**config.mk**
```make
export PLATFORM = sky130hd
export DESIGN_NAME = btn_event_decoder
export DESIGN_NICKNAME = d
export VERILOG_FILES = /design/src/rtl/btn_event_decoder.sv
export SDC_FILE = /design/constraint.sdc
export NUM_CORES = 1
export LEC_CHECK = 0
export BUFFER_PORTS_ARGS = -buffer_cell sky130_fd_sc_hd__buf_4
export CORE_AREA = 3 3 49 95
export CTS_CLUSTER_DIAMETER = 80
export DETAILED_ROUTE_END_ITERATION = 16
export DIE_AREA = 0 0 52 98
export GPL_TIMING_DRIVEN = 0
export HOLD_SLACK_MARGIN = 0.05
export PLACE_DENSITY = 0.72
export RECOVER_POWER = 50
export SYNTH_ARGS = -nofsm -noshare
export SYNTH_HDL_FRONTEND = slang
export SYNTH_SLANG_ARGS = --single-unit
```
**constraint.sdc**
```tcl
create_clock -name clk -period 2.5 [get_ports clk]
set_clock_uncertainty 0.1 [all_clocks]
set_input_delay 0 -clock clk [delete_from_list [all_inputs] [get_ports clk]]
set_output_delay 0 -clock clk [all_outputs]
set_load 0.005 [all_outputs]
```
**src/rtl/btn_event_decoder.sv**
```systemverilog
`default_nettype none
// ============================================================================
// Module   : btn_event_decoder
// Purpose  : Turns a debounced button level into single-cycle gesture events:
//            press/release edges, short click, double click and long press.
// Revision : 1.0 - initial release
// ============================================================================
module btn_event_decoder #(
  parameter int LONG_TICKS   = 10_000_000,
  parameter int DCLICK_TICKS = 3_000_000,
  parameter int CNT_W        = 24
) (
  input  logic clk,
  input  logic rst_n,
  input  logic btn_in,
  output logic held,
  output logic press_pulse,
  output logic release_pulse,
  output logic short_click,
  output logic double_click,
  output logic long_press
);

  localparam logic [2:0] S_IDLE   = 3'd0;
  localparam logic [2:0] S_PRESS1 = 3'd1;
  localparam logic [2:0] S_LONG   = 3'd2;
  localparam logic [2:0] S_WAIT2  = 3'd3;
  localparam logic [2:0] S_PRESS2 = 3'd4;

  localparam logic [CNT_W-1:0] C_LONG_LAST   = CNT_W'(LONG_TICKS - 1);
  localparam logic [CNT_W-1:0] C_DCLICK_LAST = CNT_W'(DCLICK_TICKS - 1);
  localparam logic [CNT_W-1:0] C_TIMER_MAX   = {CNT_W{1'b1}};

  logic [2:0]       r_state;
  logic [2:0]       w_state_nxt;
  logic [CNT_W-1:0] r_timer;
  logic [CNT_W-1:0] w_timer_nxt;
  logic             r_btn_q;
  logic             w_rise;
  logic             w_fall;
  logic             w_short;
  logic             w_double;
  logic             w_long;

  // r_btn_q resets high so a button held through reset produces no press
  assign w_rise = btn_in & ~r_btn_q;
  assign w_fall = ~btn_in & r_btn_q;

  // State and gesture timer registers
  always_ff @(posedge clk or negedge rst_n) begin
    if (!rst_n) begin
      r_state <= S_IDLE;
      r_timer <= '0;
    end else begin
      r_state <= w_state_nxt;
      r_timer <= w_timer_nxt;
    end
  end

  // Next-state and timer update: timer restarts on every state change and
  // counts (saturating) only while a timed state is held
  always_comb begin
    w_state_nxt = r_state;
    case (r_state)
      S_IDLE:   if (w_rise) w_state_nxt = S_PRESS1;
      S_PRESS1: begin
        if (w_fall)                       w_state_nxt = S_WAIT2;
        else if (r_timer == C_LONG_LAST)  w_state_nxt = S_LONG;
      end
      S_LONG:   if (w_fall) w_state_nxt = S_IDLE;
      S_WAIT2:  begin
        if (w_rise)                        w_state_nxt = S_PRESS2;
        else if (r_timer == C_DCLICK_LAST) w_state_nxt = S_IDLE;
      end
      S_PRESS2: if (w_fall) w_state_nxt = S_IDLE;
      default:  w_state_nxt = S_IDLE;
    endcase

    w_timer_nxt = r_timer;
    if (w_state_nxt != r_state) begin
      w_timer_nxt = '0;
    end else if ((r_state == S_PRESS1 || r_state == S_WAIT2) &&
                 (r_timer != C_TIMER_MAX)) begin
      w_timer_nxt = r_timer + 1'b1;
    end
  end

  // Gesture event decode; edge priority over timeouts is inherited from
  // the next-state ordering above
  always_comb begin
    w_short  = 1'b0;
    w_double = 1'b0;
    w_long   = 1'b0;
    case (r_state)
      S_PRESS1: w_long   = ~w_fall && (r_timer == C_LONG_LAST);
      S_WAIT2:  w_short  = ~w_rise && (r_timer == C_DCLICK_LAST);
      S_PRESS2: w_double = w_fall;
      default:  ;
    endcase
  end

  // Registered level copy, edge pulses and gesture event pulses
  always_ff @(posedge clk or negedge rst_n) begin
    if (!rst_n) begin
      r_btn_q       <= 1'b1;
      held          <= 1'b0;
      press_pulse   <= 1'b0;
      release_pulse <= 1'b0;
      short_click   <= 1'b0;
      double_click  <= 1'b0;
      long_press    <= 1'b0;
    end else begin
      r_btn_q       <= btn_in;
      held          <= btn_in;
      press_pulse   <= w_rise;
      release_pulse <= w_fall;
      short_click   <= w_short;
      double_click  <= w_double;
      long_press    <= w_long;
    end
  end

endmodule
`default_nettype wire

```
# Word-level counts from Yosys, hierarchy flattened
# Cells that the tools add are included.
[totals]
ff_bits = 34
out_inout_bits = 6
[classes]
n_addsub = 1
n_eq_ne = 8
mux = 12
bitwise = 6
reduce_logical = 7
[ops]
columns = ["cell", "n"]
rows = [
  ["24-bit 2-to-1 mux", 2],
  ["24-bit by 1-bit adder with 24-bit output (second input constant)", 1],
  ["24-bit by 22-bit == test with 1-bit output (second input constant)", 1],
  ["24-bit == test (second input constant)", 1],
  ["24-bit inequality test (second input constant)", 1],
  ["3-bit 2-to-1 mux", 6],
  ["3-bit one-hot mux with 4 select lines", 1],
  ["3-bit by 2-bit == test with 1-bit output (second input constant)", 2],
  ["1-bit NOT", 4],
  ["3-bit by 1-bit == test with 1-bit output (second input constant)", 1],
  ["3-bit == test (second input constant)", 1],
  ["1-bit logical AND", 3],
  ["3-bit logical NOT", 1],
  ["1-bit 2-to-1 mux", 3],
  ["3-bit inequality test", 1],
  ["1-bit bitwise AND", 2],
  ["2-bit nonzero test", 1],
  ["2-bit OR reduction", 1],
  ["1-bit logical OR", 1],
]

# Logic depth before layout (Yosys ltp)
# Gate-level depths: netlist (run 1).
[logic_depth]
word_depth = 6
depth_mapped = 7

# Least setup slack after synthesis (run 1)
# No wires, ideal clock.
[synth_timing]
path_kind = "register -> register"
startpoint = "reg r_timer[11]"
endpoint = "reg r_timer[0]"
arrival_ns = 2.171
setup_slack_ns = 0.106
stages_incl_launch_ff = 7
period_less_slack_ns = 2.394
path_cell_list = "dfrtp_1 or4b_1 or4_4 nor4_4 o21a_4 buf_12 nor3_2"
[synth_via]
elab_chain_len = 6
elab_cells_between_ends = 12
classes_between = "eq/ne: 4; mux: 6; reduce/logical: 2"
[synth_lines]
columns = ["element", "line", "source"]
rows = [
  ["start: declaration", "36", "logic [CNT_W-1:0] r_timer;"],
  ["start signal: assignment", "56", "r_timer <= w_timer_nxt;"],
  ["24-bit by 22-bit == test with 1-bit output or 24-bit == test (tied branches)", "73, 68", ""],
  ["3-bit 2-to-1 mux, on equally long branches", "73, 68", ""],
  ["3-bit 2-to-1 mux, on equally long branches", "72, 67", ""],
  ["3-bit one-hot mux with 4 select lines", "64", "case (r_state)"],
  ["3-bit inequality test", "80", "if (w_state_nxt != r_state) begin"],
  ["24-bit 2-to-1 mux or 2-bit nonzero test (tied branches)", "n/a", ""],
]
# Parallel ways exist; a longest one is shown, timed or not.
# A chain may end at the register's enable or synchronous reset.

# Worst setup path after layout (run 1)
[layout_timing]
startpoint = "reg r_timer[11]"
endpoint = "reg r_timer[23]"
# The elaborated chain is that of the path after synthesis.

==> results of run 1 <==
-- metrics by stage --
stage / TNS (ps) / setup WS [ps]
after floorplan: 0 / 106
after global placement: -3310 / -173
after detailed placement: -3780 / -196
after CTS: 0 / 15.9
after global routing: 0 / 22.4
final: 0 / 90.5
-- registers in the layout, indices dropped and copies added (netlist names) --
| signal | count |
|---|---|
| release_pulse | 1 |
| long_press | 1 |
| held | 1 |
| press_pulse | 1 |
| r_state | 3 |
| r_btn_q | 1 |
| r_timer | 24 |
| double_click | 1 |
| short_click | 1 |
-- per-layer routing --
layer	up-vias	track usage [%]	routed length, um	part of all wire [%]
met5	-	0	0	0
met4	0	13.3	217	4.6
met3	20	3.97	171	3.6
met2	55	36.6	2650	56
met1	830	19.9	1670	35
li1	804	-	-	-
-- cell type report --
| class | count | area share [%] |
|---|---|---|
| multi-input combinational | 154 | 49.3 |
| sequential | 34 | 35.7 |
| timing repair buffer | 13 | 3.98 |
| inverter | 5 | 0.785 |
| clock buffer | 8 | 3.35 |
| buffer | 13 | 4.24 |
| tap | 51 | 2.67 |
-- path summary, 6_finish.rpt --
path                                           endpoint  slack, ps  cells after the start
worst max-delay path            r_timer[23]$_DFFE_PN0P_         90                      6
worst min-delay path                  r_btn_q$_DFF_PN1_        300                      2
worst max register to register  r_timer[23]$_DFFE_PN0P_         90                      6
worst min register to register     r_state[2]$_DFF_PN0_        450                      1
max in group asynchronous       r_timer[11]$_DFFE_PN0P_        490                      2
min in group asynchronous        r_timer[3]$_DFFE_PN0P_        620                      2
-- worst register-to-register path, cell delays in order, from the launching register on --
cell and delay [ps]:
dfrtp_2 450, or4b_1 540, or4_4 500, o31ai_4 260
o21a_4 240, buf_12 160, nor3_2 50
-- cells in the final DEF, fill, tap and decap left out, types with 3 or more instances in the layout --
master and instances:
buf_4 8, nor3_2 20, and3_1 4, o21ai_0 6
xnor2_1 19, clkbuf_1 12, a211oi_1 5, nor2_1 7
a21oi_1 6, nand3_1 10, nand2_1 13, nor2b_1 3
dfrtp_1 32, nand4_1 10, nand2b_1 3, clkbuf_8 5
nor4_1 7, inv_1 5
-- power by group through the flow --
stage	registers (uW)	logic [uW]	clock network (uW)
after floorplan	631	476	0
after global placement	638	596	0
after detailed placement	641	604	0
after CTS	631	656	400
after global routing	639	719	423
final	631	655	392
-- repair_timing --
| action | in CTS | in global routing |
|---|---|---|
| gates resized for setup | 7 | 13 |
| hold buffers | 2 | 0 |
| pin swaps | 3 | 4 |
| buffers inserted | 3 | 0 |
| setup endpoints to repair | 21 | 23 |
| endpoints found under the hold margin | 41 | 0 |
-- cell families after synthesis --
family / after synthesis
flip-flops: 34
XOR/XNOR: 20
AO/OA/AOI/OAI: 29
multiplexers: 1
buffers and inverters: 19
adder cells (fa/ha/maj): 1
AND/OR/NAND/NOR: 103
==> flow_summary.json, run 1 <==
{
  "row_count": 32,
  "nFillCells": 330,
  "synth_edf_count": 0,
  "worst-setup-path-type": "reg2reg",
  "ios": 9,
  "grt_max_degree": 35,
  "min_period_ps": 2410,
  "p_total_uw": 1680,
  "portBuffers": 8,
  "route.final.wire_length_mm": 4.71,
  "crit_start": "r_timer[11]$_DFFE_PN0P_",
  "dieArea_mm2": 0.00510,
  "cts_tree": "yes",
  "crit_chain": "or4b_1 > or4_4 > o31ai_4 > o21a_4 > buf_12 > nor3_2",
  "utilization_pct": 60.3,
  "synthMuxAreaShare_pct": 0.482,
  "status": "complete, but fails checks",
  "place_congestion": 0.921,
  "drive_gt1_share_pct": 24.7,
  "synth_top_area_cell": "dfrtp_1",
  "period_share_pct": 96.4,
  "placedCellCount": 266,
  "syn_area_mm2": 0.00208,
  "clk_pin_slew_ps": 70,
  "syn_nets": 211,
  "synth_top_area_share_pct": 39.8,
  "clk_latency_ps": 290,
  "path_delay_family": "simple AND/OR/NAND/NOR gates",
  "max_freq_ghz": 0.415,
  "worstPathRequired_ps": 2570,
  "internal_power_uw": 1050,
  "die_w_um": 52,
  "synth_ff_type": "dfrtp_1",
  "synth_cells": 207,
  "slew_violations": 35,
  "grt_pass1_wl_mm": 7.85,
  "cts_buffers": 5,
  "yosysMostFrequentCell": "dfrtp_1",
  "initial_core_util_pct": 52.4,
  "synth_top_family_by_area": "simple AND/OR/NAND/NOR gates",
  "grt_pass1_vias": 1714,
  "rsz0062_at_grt": "no",
  "violations": "max-capacitance violations, max-slew violations",
  "end_kind": "flop",
  "power_frac_seq_pct": 37.6,
  "path_max_fanout": 10,
  "cts_root_buf": "clkbuf_8",
  "wire_per_inst_um": 16.9,
  "ys_warn_count": 0,
  "ant_nets": 0,
  "yosys.area_share.simple_pct": 34.3,
  "worst_hold_path_type": "in2reg",
  "setup_viol": 0,
  "drtIter0Drc": 45,
  "cellPowerDensity_mw_per_mm2": 702,
  "arrival_ps": 2480,
  "clock_sinks": 34,
  "seq_area_um2": 853,
  "antenna_found_initial": 0,
  "via_per_inst": 6.15,
  "multi_input_area_mm2": 0.00118,
  "grt-ovfl-total": 0,
  "drc": 0,
  "slowest_delay_ps": 540,
  "dr.pass1.iters": 4,
  "core_area_mm2": 0.00396,
  "htree_levels": 2,
  "synth_xor_xnor_area_share_pct": 8.44,
  "cp_slowest_cell": "or4b_1",
  "cp-start-kind": "flop",
  "finalInstanceArea_mm2": 0.00239,
  "synth-compound-area-share_pct": 9.76,
  "p_leak_uw": 0.000944,
  "tightest_slew_ps": 1800,
  "ys_types": 46,
  "ys_seq_area_share_pct": 41.0,
  "syn_avg_cell_area_um2": 10.0,
  "synth_adder_area_share_pct": 0.603,
  "slew_headroom_pct": -20.0,
  "ys_top_cells_by_area": "dfrtp_1 (40%), nor3_2 (10%), xnor2_1 (8.0%)",
  "path_buf_inv": 1,
  "holdWs_ps": 303,
  "hold_path_startpoint": "btn_in",
  "combinationalPowerShare_pct": 39.0,
  "area_growth_pct": 15.2,
  "irDropWorstVdd_v": 0.000647,
  "switchingPower_uw": 627,
  "synth-seq-cells": 34,
  "dpl_cell_area_mm2": 0.00220,
  "layout.cells.non_filler": 278,
  "track_usage_pct": 20.4,
  "hold_viol": 0,
  "die_h_um": 98,
  "diodes": 0,
  "clock_power_share_pct": 23.3,
  "synthArstFlopShare_pct": 100,
  "cts_buffer_depth": 2,
  "dp_hpwl_mm": 3.48,
  "via_count": 1709,
  "num-nets-final": 230,
  "timing.rr.start": "r_timer[11]$_DFFE_PN0P_",
  "drv_cap": 1,
  "p_sw_share_pct": 37.3,
  "yosys-top-cells-count": "dfrtp_1 (33), nor3_2 (21), xnor2_1 (19), nand2_1 (13)"
}
Power figures use the tool's default switching activity.
==> inputs of run 2 (changes only) <==
--- a/config.mk
+++ b/config.mk
@@ -12,7 +12,7 @@
 export DIE_AREA = 0 0 52 98
 export GPL_TIMING_DRIVEN = 0
 export HOLD_SLACK_MARGIN = 0.05
-export PLACE_DENSITY = 0.72
+export PLACE_DENSITY = 0.7
 export RECOVER_POWER = 50
 export SYNTH_ARGS = -nofsm -noshare
 export SYNTH_HDL_FRONTEND = slang
==> constraint.sdc (replaced) <==
create_clock -name clk -period 2.6 [get_ports clk]
set_clock_uncertainty 0.1 [all_clocks]
set_input_delay 0 -clock clk [delete_from_list [all_inputs] [get_ports clk]]
set_output_delay 0 -clock clk [all_outputs]
set_load 0.005 [all_outputs]
==> flow_summary.json, run 2 (synthesized netlist as in run 1, its figures left out) <==
{
  "crit_chain": "or4b_1 > or4_4 > nor3_4 > a21o_1 > buf_4 > nor3_2",
  "grt_pass1_wl_mm": 8.22,
  "diodes": 0,
  "path_max_fanout": 10,
  "place_congestion": 0.862,
  "grt_util_met2_pct": 37.8,
  "use_met1_pct": 22.6,
  "cts_buffers": 5,
  "wire_per_inst_um": 17.6,
  "via_per_inst": 6.01,
  "setup_viol": 6,
  "finalWorstSetupSlack_ps": -9.44,
  "irDropWorstVdd_v": 0.000354,
  "hold_viol": 0,
  "worstPathRequired_ps": 2670,
  "grt_busiest_layer": "met2",
  "largest_reg_flops": 24,
  "max_freq_ghz": 0.383,
  "status": "complete, but fails checks",
  "antenna_found_initial": 0,
  "clk_pin_slew_ps": 70,
  "use_met3_pct": 3.82,
  "clk_latency_ps": 290,
  "htree_levels": 2,
  "utilization_pct": 59.7,
  "die_h_um": 98,
  "dieArea_mm2": 0.00510,
  "num-nets-final": 232,
  "rsz0062_at_grt": "yes",
  "tightest_slew_ps": 1910,
  "worst-setup-path-type": "reg2reg",
  "initial_core_util_pct": 52.4,
  "placedCellCount": 266,
  "drtIter0Drc": 42,
  "final_common_cell": "dfrtp_1",
  "cts_buffer_depth": 2,
  "area_growth_pct": 13.9,
  "slowest_delay_ps": 560,
  "cp-start-kind": "flop",
  "layout.cells.non_filler": 280,
  "largest_register": "r_timer",
  "slew_headroom_pct": -27.3,
  "portBuffers": 8,
  "cts_tree": "yes",
  "violations": "max-capacitance violations, max-slew violations, negative setup slack",
  "min_period_ps": 2610,
  "die_w_um": 52,
  "grt-ovfl-total": 0,
  "cp_slowest_cell": "or4_4",
  "grt_pass1_vias": 1781,
  "worst_hold_path_type": "in2reg",
  "drive_gt1_share_pct": 23.1,
  "layout_common_cells": "dfrtp_1 (33), nor3_2 (20), xnor2_1 (19)",
  "end_kind": "flop",
  "dp_hpwl_mm": 3.50,
  "track_usage_pct": 21.2,
  "dr.pass1.iters": 4,
  "ant_nets": 0,
  "drv_cap": 1,
  "p_leak_uw": 0.000944,
  "period_share_pct": 100,
  "slew_violations": 35,
  "arrival_ps": 2680,
  "core_area_mm2": 0.00396,
  "cellPowerDensity_mw_per_mm2": 694,
  "drc": 0,
  "row_count": 32,
  "clock_sinks": 34,
  "cts_root_buf": "clkbuf_8",
  "via_count": 1683,
  "route.final.wire_length_mm": 4.92,
  "grt_max_degree": 35,
  "reg.largest.list": "r_timer: 24 flops, r_state: 3 flops",
  "ios": 9
}
==> run 2: cell count changes in the layout (fill, tap and decap cells not counted), sizes merged <==
cell | previous run | this run
buf | 13 | 14
clkinv | 0 | 1
==> run 2: final cells by class <==
| class | count | area, um2 |
|---|---|---|
| tap | 51 | 63.8 |
| buffer | 14 | 95.1 |
| fill | 348 | 1600 |
| inverter | 5 | 18.8 |
| clock buffer | 7 | 86.3 |
| multi-input combinational | 154 | 1140 |
| clock inverter | 1 | 5.00 |
| sequential | 34 | 852 |
| timing repair buffer | 14 | 103 |
==> run 2: final timing paths <==
check,depth (start not counted),start,slack (ps),to
worst max-delay path,6,r_timer[11]$_DFFE_PN0P_,-9,r_timer[8]$_DFFE_PN0P_
worst min-delay path,2,btn_in,320,r_btn_q$_DFF_PN1_
worst max register to register,6,r_timer[11]$_DFFE_PN0P_,-9,r_timer[8]$_DFFE_PN0P_
worst min register to register,1,r_btn_q$_DFF_PN1_,480,r_state[2]$_DFF_PN0_
max in group asynchronous,2,rst_n,630,r_timer[16]$_DFFE_PN0P_
min in group asynchronous,2,rst_n,680,r_timer[0]$_DFFE_PN0P_
==> run 2: what timing repair did <==
action	4_1_cts	5_1_grt
cloned	0	0
endpoints found under the hold margin	41	0
buffers inserted	2	2
gates resized for setup	1	8
setup endpoints to repair	20	22
pin swaps	1	2
hold buffers	2	0
==> run 2: stage by stage <==
step | hold WS, ps | TNS [ps] | cell area [um2] | worst slack (ps) | total power [uW]
after detailed placement | -120 | -864 | 2200 | -50.0 | 1200
after global routing | 330 | -1050 | 2360 | -58.3 | 1730
after global placement | -128 | -602 | 2200 | -35.7 | 1190
after CTS | 110 | -168 | 2330 | -16.0 | 1640
after floorplan | -396 | 0 | 2080 | 206 | 1060
final | 316 | -32.5 | 2360 | -9.44 | 1640
==> run 2: where the power goes <==
group	total (uW)	switching, uW	internal (uW)
Clock	405	191	214
Combinational	628	383	244
Sequential	607	37.0	570
==> run 2: routing by layer <==
layer  share of wire, %  vias to the layer above  wire length (um)
met2                 56                       57              2770
met3                3.5                       16               172
met5                  0                        -                 0
li1                   -                      806                 -
met1                 37                      804              1810
met4                3.4                        0               165
==> run 2: worst max-delay path, delay by kind of cell, from the launching register on <==
| family | cells | cell delay [ps] |
|---|---|---|
| AO/OA/AOI/OAI | 1 | 240 |
| buffers and inverters | 1 | 250 |
| flip-flops | 1 | 460 |
| AND/OR/NAND/NOR | 4 | 1440 |
==> inputs of run 3 (changes only) <==
--- a/config.mk
+++ b/config.mk
@@ -14,6 +14,7 @@
 export HOLD_SLACK_MARGIN = 0.05
 export PLACE_DENSITY = 0.7
 export RECOVER_POWER = 50
+export SETUP_SLACK_MARGIN = 0.15
 export SYNTH_ARGS = -nofsm -noshare
 export SYNTH_HDL_FRONTEND = slang
 export SYNTH_SLANG_ARGS = --single-unit
==> flow_summary.json, run 3 (synthesized netlist as in run 1, its figures left out) <==
{
  "status": "complete, but fails checks",
  "violations": "max-capacitance violations, max-slew violations",
  "max_freq_ghz": 0.416,
  "finalWorstSetupSlack_ps": 194,
  "cts_root_buf": "clkbuf_8",
  "die_h_um": 98,
  "grt_max_degree": 35,
  "path_max_fanout": 10,
  "hold_depth": 2,
  "hold_path_startpoint": "btn_in",
  "place_ws_ps": -50.0,
  "grt-ovfl-total": 0,
  "setup_viol": 0,
  "largest_register": "r_timer",
  "layout_common_cells": "dfrtp_1 (32), nor3_2 (20), xnor2_1 (19)",
  "clk_latency_ps": 290,
  "place_congestion": 0.862,
  "diodes": 0,
  "drv_cap": 1,
  "path_delay_family": "simple AND/OR/NAND/NOR gates",
  "initial_core_util_pct": 52.4,
  "nFillCells": 344,
  "slowest_delay_ps": 540,
  "via_count": 1728,
  "portBuffers": 8,
  "htree_levels": 2,
  "core_area_mm2": 0.00396,
  "grt_pass1_vias": 1810,
  "grt_pass1_wl_mm": 8.40,
  "cts_tree": "yes",
  "hold_viol": 0,
  "rsz0062_at_grt": "yes",
  "die_w_um": 52,
  "cp-start-kind": "flop",
  "tightest_slew_ps": 1880,
  "antenna_found_initial": 0,
  "route.final.wire_length_mm": 5.01,
  "drc": 0,
  "clk_pin_slew_ps": 70,
  "slew_headroom_pct": -25.5,
  "ant_nets": 0,
  "num-nets-final": 233,
  "largest_reg_flops": 24,
  "rrSetupSlack_ps": 190,
  "area_growth_pct": 16.3,
  "worst_hold_path.endpoint": "r_btn_q$_DFF_PN1_",
  "end_kind": "flop",
  "period_share_pct": 92.5,
  "timing.rr.start": "r_timer[11]$_DFFE_PN0P_",
  "row_count": 32,
  "wire_per_inst_um": 17.8,
  "cp_slowest_cell": "or4b_1",
  "dr.pass1.iters": 4,
  "utilization_pct": 60.9,
  "cellPowerDensity_mw_per_mm2": 699,
  "r2r_end": "r_timer[8]$_DFFE_PN0P_",
  "final_common_cell": "dfrtp_1",
  "worst-setup-path-type": "reg2reg",
  "reg.largest.list": "r_timer: 24 flops, r_state: 3 flops",
  "worst_hold_path_type": "in2reg",
  "track_usage_pct": 21.7,
  "dp_hpwl_mm": 3.50,
  "cts_buffers": 5,
  "drtIter0Drc": 62,
  "clock_sinks": 34,
  "r2r_cells": 6,
  "crit_chain": "or4b_1 > or4_4 > o31ai_4 > o21a_4 > buf_12 > nor3_2",
  "irDropWorstVdd_v": 0.000346,
  "cts_buffer_depth": 2,
  "worstPathRequired_ps": 2670,
  "dieArea_mm2": 0.00510,
  "arrival_ps": 2480,
  "via_per_inst": 6.15,
  "p_total_uw": 1690,
  "min_period_ps": 2410,
  "path_buf_inv": 1,
  "drive_gt1_share_pct": 26.5,
  "slew_violations": 35,
  "p_leak_uw": 0.000969,
  "ios": 9
}
run 3: cell types whose count changed in the layout (fill, tap and decap cells not counted), sizes merged:
cell	change
buf	+1
run 3: repair_timing:
item / in CTS / in global routing
resized for setup: 8 / 11
cloned: 0 / 0
endpoints found under the hold margin: 40 / 0
setup buffers: 5 / 0
hold buffers: 2 / 0
setup endpoints to repair: 24 / 23
pin swaps: 6 / 1
run 3: area by class of cell:
cell class | instances | area (um2) | area share (%)
multi-input combinational | 154 | 1170 | 48.6
sequential | 34 | 853 | 35.3
timing repair buffer | 15 | 110 | 4.56
buffer | 14 | 104 | 4.30
clock buffer | 7 | 86.3 | 3.58
tap | 51 | 63.8 | 2.64
inverter | 5 | 18.8 | 0.777
clock inverter | 1 | 5.00 | 0.207
run 3: metal layers:
metal,up-vias,GRT usage [%],routed length (um)
li1,807,-,-
met4,0,12.3,200
met2,43,37.6,2800
met3,18,3.97,139
met5,-,0,0
met1,860,23.4,1870
run 3: report_power, final:
part,switching (uW),internal (uW)
clock network,195,214
registers,37.9,570
logic,396,274
run 3: through the flow:
stage | hold slack, ps | std cells | cell area, um2 | TNS (ps)
floorplan | -396 | 207 | 2080 | 0
global placement | -128 | 266 | 2200 | -602
detailed placement | -120 | 266 | 2200 | -864
CTS | 110 | 281 | 2380 | 0
global route | 330 | 281 | 2410 | 0
finish | 310 | 281 | 2410 | 0
run 3: worst max path at each step:
stage          slack, ps                 endpoint                     from  depth (start not counted)
2_1_floorplan        210   r_timer[0]$_DFFE_PN0P_  r_timer[11]$_DFFE_PN0P_                          6
3_3_place_gp         -40  r_timer[20]$_DFFE_PN0P_  r_timer[11]$_DFFE_PN0P_                          6
3_5_place_dp         -50   r_timer[1]$_DFFE_PN0P_  r_timer[11]$_DFFE_PN0P_                          6
5_1_grt               90  r_timer[11]$_DFFE_PN0P_                    rst_n                          2
6_report             190   r_timer[8]$_DFFE_PN0P_  r_timer[11]$_DFFE_PN0P_                          6
4_1_cts              160  r_timer[14]$_DFFE_PN0P_   r_timer[0]$_DFFE_PN0P_                          7
